## src/rtl/pin_controller_if.sv

```systemverilog
// Command bus between the scheduler (master) and the pin responders (slave).
// Read data from all responders is OR-combined, so an idle slave drives zero.
interface pin_controller_if;
  logic [15:0] cmd_bus_addr;
  logic [31:0] cmd_bus_data;
  logic        cmd_bus_en;
  logic        cmd_bus_wr;
  logic        cmd_bus_rd;
  logic [31:0] rd_data;
  logic        rd_valid;

  modport master (
    output cmd_bus_addr, cmd_bus_data, cmd_bus_en, cmd_bus_wr, cmd_bus_rd,
    input  rd_data, rd_valid
  );

  modport slave (
    input  cmd_bus_addr, cmd_bus_data, cmd_bus_en, cmd_bus_wr, cmd_bus_rd,
    output rd_data, rd_valid
  );
endinterface

```

## src/rtl/pin_controller.sv

```systemverilog
// Single-pin controller on the scheduler command bus. Drives the pin low,
// high or as a square wave, or tristates it and records periodic samples.
module pin_controller #(
  parameter logic [7:0] POSITION = 8'h00
) (
  input  logic             clk,
  input  logic             rst,
  pin_controller_if.slave  bus,
  input  logic             pin_in,
  output logic             pin_out,
  output logic             pin_oe
);

  typedef enum logic [2:0] {
    ST_LOW,
    ST_HIGH_STATIC,
    ST_WAVE_HI,
    ST_WAVE_LO,
    ST_RECORD
  } state_t;

  localparam logic [7:0] IDX_MODE       = 8'h00;
  localparam logic [7:0] IDX_HIGH_CYC   = 8'h01;
  localparam logic [7:0] IDX_LOW_CYC    = 8'h02;
  localparam logic [7:0] IDX_SAMPLE_DIV = 8'h03;
  localparam logic [7:0] IDX_SAMPLES    = 8'h10;
  localparam logic [7:0] IDX_SAMPLE_CNT = 8'h11;

  state_t      state_q, state_d;
  logic [1:0]  mode_q, mode_d;
  logic [31:0] high_cyc_q, high_cyc_d;
  logic [31:0] low_cyc_q, low_cyc_d;
  logic [31:0] sample_div_q, sample_div_d;
  logic [31:0] cnt_q, cnt_d;
  logic [31:0] div_q, div_d;
  logic [31:0] samples_q, samples_d;
  logic [31:0] sample_cnt_q, sample_cnt_d;
  logic        sync1_q, sync1_d;
  logic        sync2_q, sync2_d;
  logic [31:0] rd_data_q, rd_data_d;
  logic        rd_valid_q, rd_valid_d;
  logic        pin_out_q, pin_out_d;
  logic        pin_oe_q, pin_oe_d;

  logic        sel;
  logic        wr_en;
  logic        rd_en;
  logic [7:0]  idx;
  logic        mode_commit;
  logic [31:0] high_last;
  logic [31:0] low_last;

  assign sel   = bus.cmd_bus_en && (bus.cmd_bus_addr[15:8] == POSITION);
  assign wr_en = sel && bus.cmd_bus_wr;
  // A simultaneous write wins; the read is dropped entirely.
  assign rd_en = sel && bus.cmd_bus_rd && !bus.cmd_bus_wr;
  assign idx   = bus.cmd_bus_addr[7:0];

  // Last count value of each wave phase; a length of 0 is treated as 1.
  assign high_last = (high_cyc_q == 32'd0) ? 32'd0 : high_cyc_q - 32'd1;
  assign low_last  = (low_cyc_q  == 32'd0) ? 32'd0 : low_cyc_q  - 32'd1;

  // Next-state logic: register writes, mode FSM, sampler and read response.
  always_comb begin
    state_d      = state_q;
    mode_d       = mode_q;
    high_cyc_d   = high_cyc_q;
    low_cyc_d    = low_cyc_q;
    sample_div_d = sample_div_q;
    cnt_d        = cnt_q;
    div_d        = div_q;
    samples_d    = samples_q;
    sample_cnt_d = sample_cnt_q;
    sync1_d      = pin_in;
    sync2_d      = sync1_q;
    rd_data_d    = 32'd0;
    rd_valid_d   = 1'b0;
    mode_commit  = 1'b0;

    if (wr_en) begin
      case (idx)
        IDX_MODE: begin
          mode_d      = bus.cmd_bus_data[1:0];
          mode_commit = 1'b1;
        end
        IDX_HIGH_CYC:   high_cyc_d   = bus.cmd_bus_data;
        IDX_LOW_CYC:    low_cyc_d    = bus.cmd_bus_data;
        IDX_SAMPLE_DIV: sample_div_d = bus.cmd_bus_data;
        default: ;
      endcase
    end

    if (mode_commit) begin
      // The commit restarts all timing; the recorded history is only
      // discarded when a new recording starts so it stays readable.
      cnt_d = 32'd0;
      div_d = 32'd0;
      case (bus.cmd_bus_data[1:0])
        2'd0: state_d = ST_LOW;
        2'd1: state_d = ST_HIGH_STATIC;
        2'd2: state_d = ST_WAVE_HI;
        default: begin
          state_d      = ST_RECORD;
          samples_d    = 32'd0;
          sample_cnt_d = 32'd0;
        end
      endcase
    end else begin
      case (state_q)
        ST_WAVE_HI: begin
          if (cnt_q >= high_last) begin
            state_d = ST_WAVE_LO;
            cnt_d   = 32'd0;
          end else begin
            cnt_d = cnt_q + 32'd1;
          end
        end
        ST_WAVE_LO: begin
          if (cnt_q >= low_last) begin
            state_d = ST_WAVE_HI;
            cnt_d   = 32'd0;
          end else begin
            cnt_d = cnt_q + 32'd1;
          end
        end
        ST_RECORD: begin
          // >= so that shrinking SAMPLE_DIV mid-recording still wraps.
          if (div_q >= sample_div_q) begin
            div_d     = 32'd0;
            samples_d = {samples_q[30:0], sync2_q};
            if (sample_cnt_q != 32'hFFFF_FFFF) begin
              sample_cnt_d = sample_cnt_q + 32'd1;
            end
          end else begin
            div_d = div_q + 32'd1;
          end
        end
        default: ;
      endcase
    end

    case (state_d)
      ST_HIGH_STATIC, ST_WAVE_HI: begin
        pin_out_d = 1'b1;
        pin_oe_d  = 1'b1;
      end
      ST_RECORD: begin
        pin_out_d = 1'b0;
        pin_oe_d  = 1'b0;
      end
      default: begin
        pin_out_d = 1'b0;
        pin_oe_d  = 1'b1;
      end
    endcase

    if (rd_en) begin
      rd_valid_d = 1'b1;
      case (idx)
        IDX_MODE:       rd_data_d = {30'd0, mode_q};
        IDX_HIGH_CYC:   rd_data_d = high_cyc_q;
        IDX_LOW_CYC:    rd_data_d = low_cyc_q;
        IDX_SAMPLE_DIV: rd_data_d = sample_div_q;
        IDX_SAMPLES:    rd_data_d = samples_q;
        IDX_SAMPLE_CNT: rd_data_d = sample_cnt_q;
        default:        rd_data_d = 32'd0;
      endcase
    end
  end

  // State register with asynchronous reset to the safe driven-low state.
  always_ff @(posedge clk or posedge rst) begin
    if (rst) begin
      state_q      <= ST_LOW;
      mode_q       <= 2'd0;
      high_cyc_q   <= 32'd0;
      low_cyc_q    <= 32'd0;
      sample_div_q <= 32'd0;
      cnt_q        <= 32'd0;
      div_q        <= 32'd0;
      samples_q    <= 32'd0;
      sample_cnt_q <= 32'd0;
      sync1_q      <= 1'b0;
      sync2_q      <= 1'b0;
      rd_data_q    <= 32'd0;
      rd_valid_q   <= 1'b0;
      pin_out_q    <= 1'b0;
      pin_oe_q     <= 1'b1;
    end else begin
      state_q      <= state_d;
      mode_q       <= mode_d;
      high_cyc_q   <= high_cyc_d;
      low_cyc_q    <= low_cyc_d;
      sample_div_q <= sample_div_d;
      cnt_q        <= cnt_d;
      div_q        <= div_d;
      samples_q    <= samples_d;
      sample_cnt_q <= sample_cnt_d;
      sync1_q      <= sync1_d;
      sync2_q      <= sync2_d;
      rd_data_q    <= rd_data_d;
      rd_valid_q   <= rd_valid_d;
      pin_out_q    <= pin_out_d;
      pin_oe_q     <= pin_oe_d;
    end
  end

  assign bus.rd_data  = rd_data_q;
  assign bus.rd_valid = rd_valid_q;
  assign pin_out      = pin_out_q;
  assign pin_oe       = pin_oe_q;

endmodule

```

## src/flat_wrapper.sv

```systemverilog
// flat-port wrapper written by rule: the top's interface ports become plain ports
module pin_controller_flat 
#(
  parameter logic [7:0] POSITION = 8'h00
)
  (clk, rst, pin_in, pin_out, pin_oe, bus_cmd_bus_addr, bus_cmd_bus_data, bus_cmd_bus_en, bus_cmd_bus_wr, bus_cmd_bus_rd, bus_rd_data, bus_rd_valid);
  pin_controller_if bus_i ();
  input  logic clk;
  input  logic rst;
  input  logic pin_in;
  output logic pin_out;
  output logic pin_oe;
  input wire logic [$bits(bus_i.cmd_bus_addr)-1:0] bus_cmd_bus_addr;
  input wire logic [$bits(bus_i.cmd_bus_data)-1:0] bus_cmd_bus_data;
  input wire logic [$bits(bus_i.cmd_bus_en)-1:0] bus_cmd_bus_en;
  input wire logic [$bits(bus_i.cmd_bus_wr)-1:0] bus_cmd_bus_wr;
  input wire logic [$bits(bus_i.cmd_bus_rd)-1:0] bus_cmd_bus_rd;
  output wire logic [$bits(bus_i.rd_data)-1:0] bus_rd_data;
  output wire logic [$bits(bus_i.rd_valid)-1:0] bus_rd_valid;
  assign bus_i.cmd_bus_addr = bus_cmd_bus_addr;
  assign bus_i.cmd_bus_data = bus_cmd_bus_data;
  assign bus_i.cmd_bus_en = bus_cmd_bus_en;
  assign bus_i.cmd_bus_wr = bus_cmd_bus_wr;
  assign bus_i.cmd_bus_rd = bus_cmd_bus_rd;
  assign bus_rd_data = bus_i.rd_data;
  assign bus_rd_valid = bus_i.rd_valid;
  pin_controller #(.POSITION(POSITION)) u_core (.clk(clk), .rst(rst), .bus(bus_i), .pin_in(pin_in), .pin_out(pin_out), .pin_oe(pin_oe));
endmodule
```

## config.mk

```make
export PLATFORM = sky130hd
export DESIGN_NAME = pin_controller_flat
export DESIGN_NICKNAME = d
export VERILOG_FILES = /design/src/rtl/pin_controller_if.sv /design/src/rtl/pin_controller.sv /design/src/flat_wrapper.sv
export SDC_FILE = /design/constraint.sdc
export NUM_CORES = 1
export LEC_CHECK = 0
export BUFFER_PORTS_ARGS = -buffer_cell sky130_fd_sc_hd__buf_2
export CORE_ASPECT_RATIO = 1.4
export CORE_MARGIN = 2
export CORE_UTILIZATION = 55
export CTS_BUF_LIST = sky130_fd_sc_hd__clkbuf_4 sky130_fd_sc_hd__clkbuf_8
export CTS_CLUSTER_SIZE = 28
export DETAILED_ROUTE_END_ITERATION = 6
export PLACE_DENSITY = 0.76
export SKIP_LAST_GASP = 1
export SYNTH_ARGS = -nofsm -noshare
export SYNTH_HDL_FRONTEND = slang
export SYNTH_SLANG_ARGS = --single-unit
```

## constraint.sdc

```tcl
create_clock -name clk -period 11.3 [get_ports clk]
set_input_delay 1.13 -clock clk [delete_from_list [all_inputs] [get_ports clk]]
set_output_delay 1.13 -clock clk [all_outputs]
set_load 0.01 [all_outputs]
```

==> results.md <==
* Status: finished, violations left
* Failing checks: design-rule violations
* DRC errors left at 2
* DP HPWL at 32000 um
* Nets at 1852
* PnR Total Power at 0.00189 W
* Ys async rst share at 100%
* Placed Area at 16400 um2
* Largest net degree at the start of global routing at 113
* CP Data Arrival Time at 5.72 ns
* Hold-fix buffers, CTS at 0
* Slew Limit Fails at 0
* Clock Skew at 0.0311 ns
* TritonCTS buffer count at 41
* CP endpoint kind: register
* Worst-Skew Late Latency at 0.60 ns
* Die X-Extent at 146 um
* Routed wl met3 at 2300 um
* Slew @ Worst Pin at 1.13 ns
* Synth cell types at 73
* GRT overflow at 0
* Slew headroom at 24.3%
* Setup Buffers After CTS at 0
* Number of routed nets with antenna violations at 0
* CTS Root Cell: clkbuf_8
* Cells after Synth at 1609
* CTS Buffer Depth at 3
* Routed len/inst at 20.6 um
* Max cap viols at 0
* Initial Util at 56.0%
* First-pass GRT wire length at 69900 um
* Setup TNS at 0 ns
* Slowest stage delay, CP at 0.80 ns
* DRT met1 WL at 18100 um
* Crit-path slowest cell: or3_1
* Pleak at 8.28 nW
* Seq cells post-synth at 266
* Post-synth EDFFs at 0
* Post-Syn Area at 15600 um2
* Initial antenna violation count at 0
* GRT Total Usage at 29.6%
* Cts repair resizes at 0
* Routed vias at 13000
* Die Area at 29700 um2
* Worst min path class: reg -> reg
* Most frequent cells in the layout: dfrtp_1 (265), nand2_1 (211), nor2_1 (132), ha_1 (103), mux2_2 (94)
* Post-synthesis sequential area ratio at 42.8%
* Unrepaired setup endpoints after global routing: false
* Placer Congestion at 0.902
* Startpoint Class: register
* Min Tclk post-route at 5.30 ns
* Clock Pin Slew Worst Setup and Hold Paths at 0.06 ns
* Cell Rows at 72
* Routed wire length at 43200 um
* Final setup violation count at 0
* Vias in the first global route at 12900
* Routed wl met2 at 21400 um
* Htree depth at 2
* Top sig layer: met4
* Area grow syn2layout at 11.4%
* Chip height at 203 um
* Primary FF master, synth: dfrtp_1
* Ports at 89
* DRT Pass-1 Iters at 7
* Clock sink total at 266
* Final Cycle Share at 46.9%
* CTS tree: built
* CP Max Fanout at 32
* Initial DRC count at 1320
* Antenna Cells at 0
* Syn avg cell area at 9.67 um2
* Final hold violations at 0
* I/O Buffers at 88
* Most common cell after layout, fill and taps aside: dfrtp_1
* Yosys warns at 0
* Peak Freq at 0.189 GHz
* WP data required at 11.72 ns
* Crit-path cells: or4_1, nor4_1, nand2b_1, or3_1, nor3b_1, a21oi_1, ha_1, nand4_1, nor4_1, o21ai_0, a22oi_1, nand2_1, nand2_1, nor2_1
* Syn nets at 1766
* Crit Path Class: reg -> reg
* Final Cell Area at 17300 um2
* Maximum vdd drop at 0.0933 mV
* Cell area power density at 109 nW/um2
* Core ar. at 27700 um2
* Share of layout cells above drive strength 1 at 18.5%
* Via density at 6.19
==> cell usage after synthesis (5+ instances only) <==
library cell	number	area, um2
a22o_1	32	280
nor4_2	7	87.6
dfrtp_1	265	6630
inv_1	54	203
nor2b_1	5	31.3
nand2_1	211	792
or3_1	14	87.6
and2_1	6	37.5
or2_2	8	50.1
xor2_1	80	701
clkbuf_1	52	195
a222oi_1	32	320
nand4_1	48	300
buf_2	9	45.0
xnor2_1	45	394
a21oi_1	77	385
nor2_1	133	499
or4_1	11	82.6
nand2b_1	10	62.6
o21ai_0	65	325
mux2i_1	5	50.1
mux2_2	94	1060
and3_1	12	75.1
nor3_1	47	235
a21o_1	14	105
and4_1	13	114
nor4_1	22	138
nand3_1	63	315
ha_1	103	1290
==> power by group <==
part           switching, W  internal [W]
Clock              0.000398      0.000487
Sequential      0.000000412      0.000953
Combinational     0.0000406     0.0000154
==> sequential cells by signal, indices dropped and copies added (netlist names), 2 cells and up <==
register / flops
u_core.state_q: 3
u_core.low_cyc_q: 32
u_core.bus.rd_data: 32
u_core.high_cyc_q: 32
u_core.div_q: 32
u_core.cnt_q: 32
u_core.samples_q: 32
u_core.mode_q: 2
u_core.sample_div_q: 32
u_core.sample_cnt_q: 32
==> stage by stage <==
stage	utilization, %	cells	hold slack (ns)	worst slack (ns)
after floorplan	-	1609	0.331	2.85
after global placement	59.1	2022	0.336	6.19
after detailed placement	59.1	2022	0.339	6.03
after CTS	62.4	2098	0.353	6.01
after global routing	62.4	2098	0.357	5.33
final	62.4	2098	0.349	6.00
==> critical path, delay by kind of cell (launching register included) <==
family	cells	cell delay, ns
adder cells (fa/ha/maj)	1	0.18
AO/OA/AOI/OAI	3	0.84
flip-flops	1	0.43
AND/OR/NAND/NOR	10	3.68
==> area by class of cell <==
type                    count  area (um2)
inverters                  55         214
repair buffers            108         591
well taps                 370         463
flip-flops and latches    266        6660
multi-input cells        1223        8470
clock buffers              69         862
fillers                  2330       10400
clock inverters             7        61.3
==> logic make-up after synthesis <==
group | after synthesis | share of synthesized area (%)
buf+inv | 120 | 3.04
fa+ha+maj | 103 | 8.29
simple gates | 635 | 20.4
xor+xnor | 125 | 7.04
mux | 99 | 7.13
compound gates | 261 | 11.3
flops | 266 | 42.8
==> routing by layer <==
layer | vias up | track usage [%]
li1 | 5993 | -
met3 | 96 | 3.93
met5 | - | 0
met1 | 6443 | 38.8
met2 | 453 | 50.4
met4 | 0 | 11.1
==> path summary, 6_finish.rpt <==
path | start | endpoint | slack [ns] | depth (start not counted)
setup / recovery | u_core.low_cyc_q[8] | u_core.cnt_q[28] | 6.00 | 14
hold / removal | u_core.sync1_q | u_core.sync2_q | 0.35 | 0
setup reg to reg | u_core.low_cyc_q[8] | u_core.cnt_q[28] | 6.00 | 14
hold reg to reg | u_core.sync1_q | u_core.sync2_q | 0.35 | 0
max in group asynchronous | rst | u_core.low_cyc_q[5] | 8.22 | 4
min in group asynchronous | rst | u_core.high_cyc_q[1] | 0.66 | 2
Note: power is estimated with default switching activity, not from simulation.
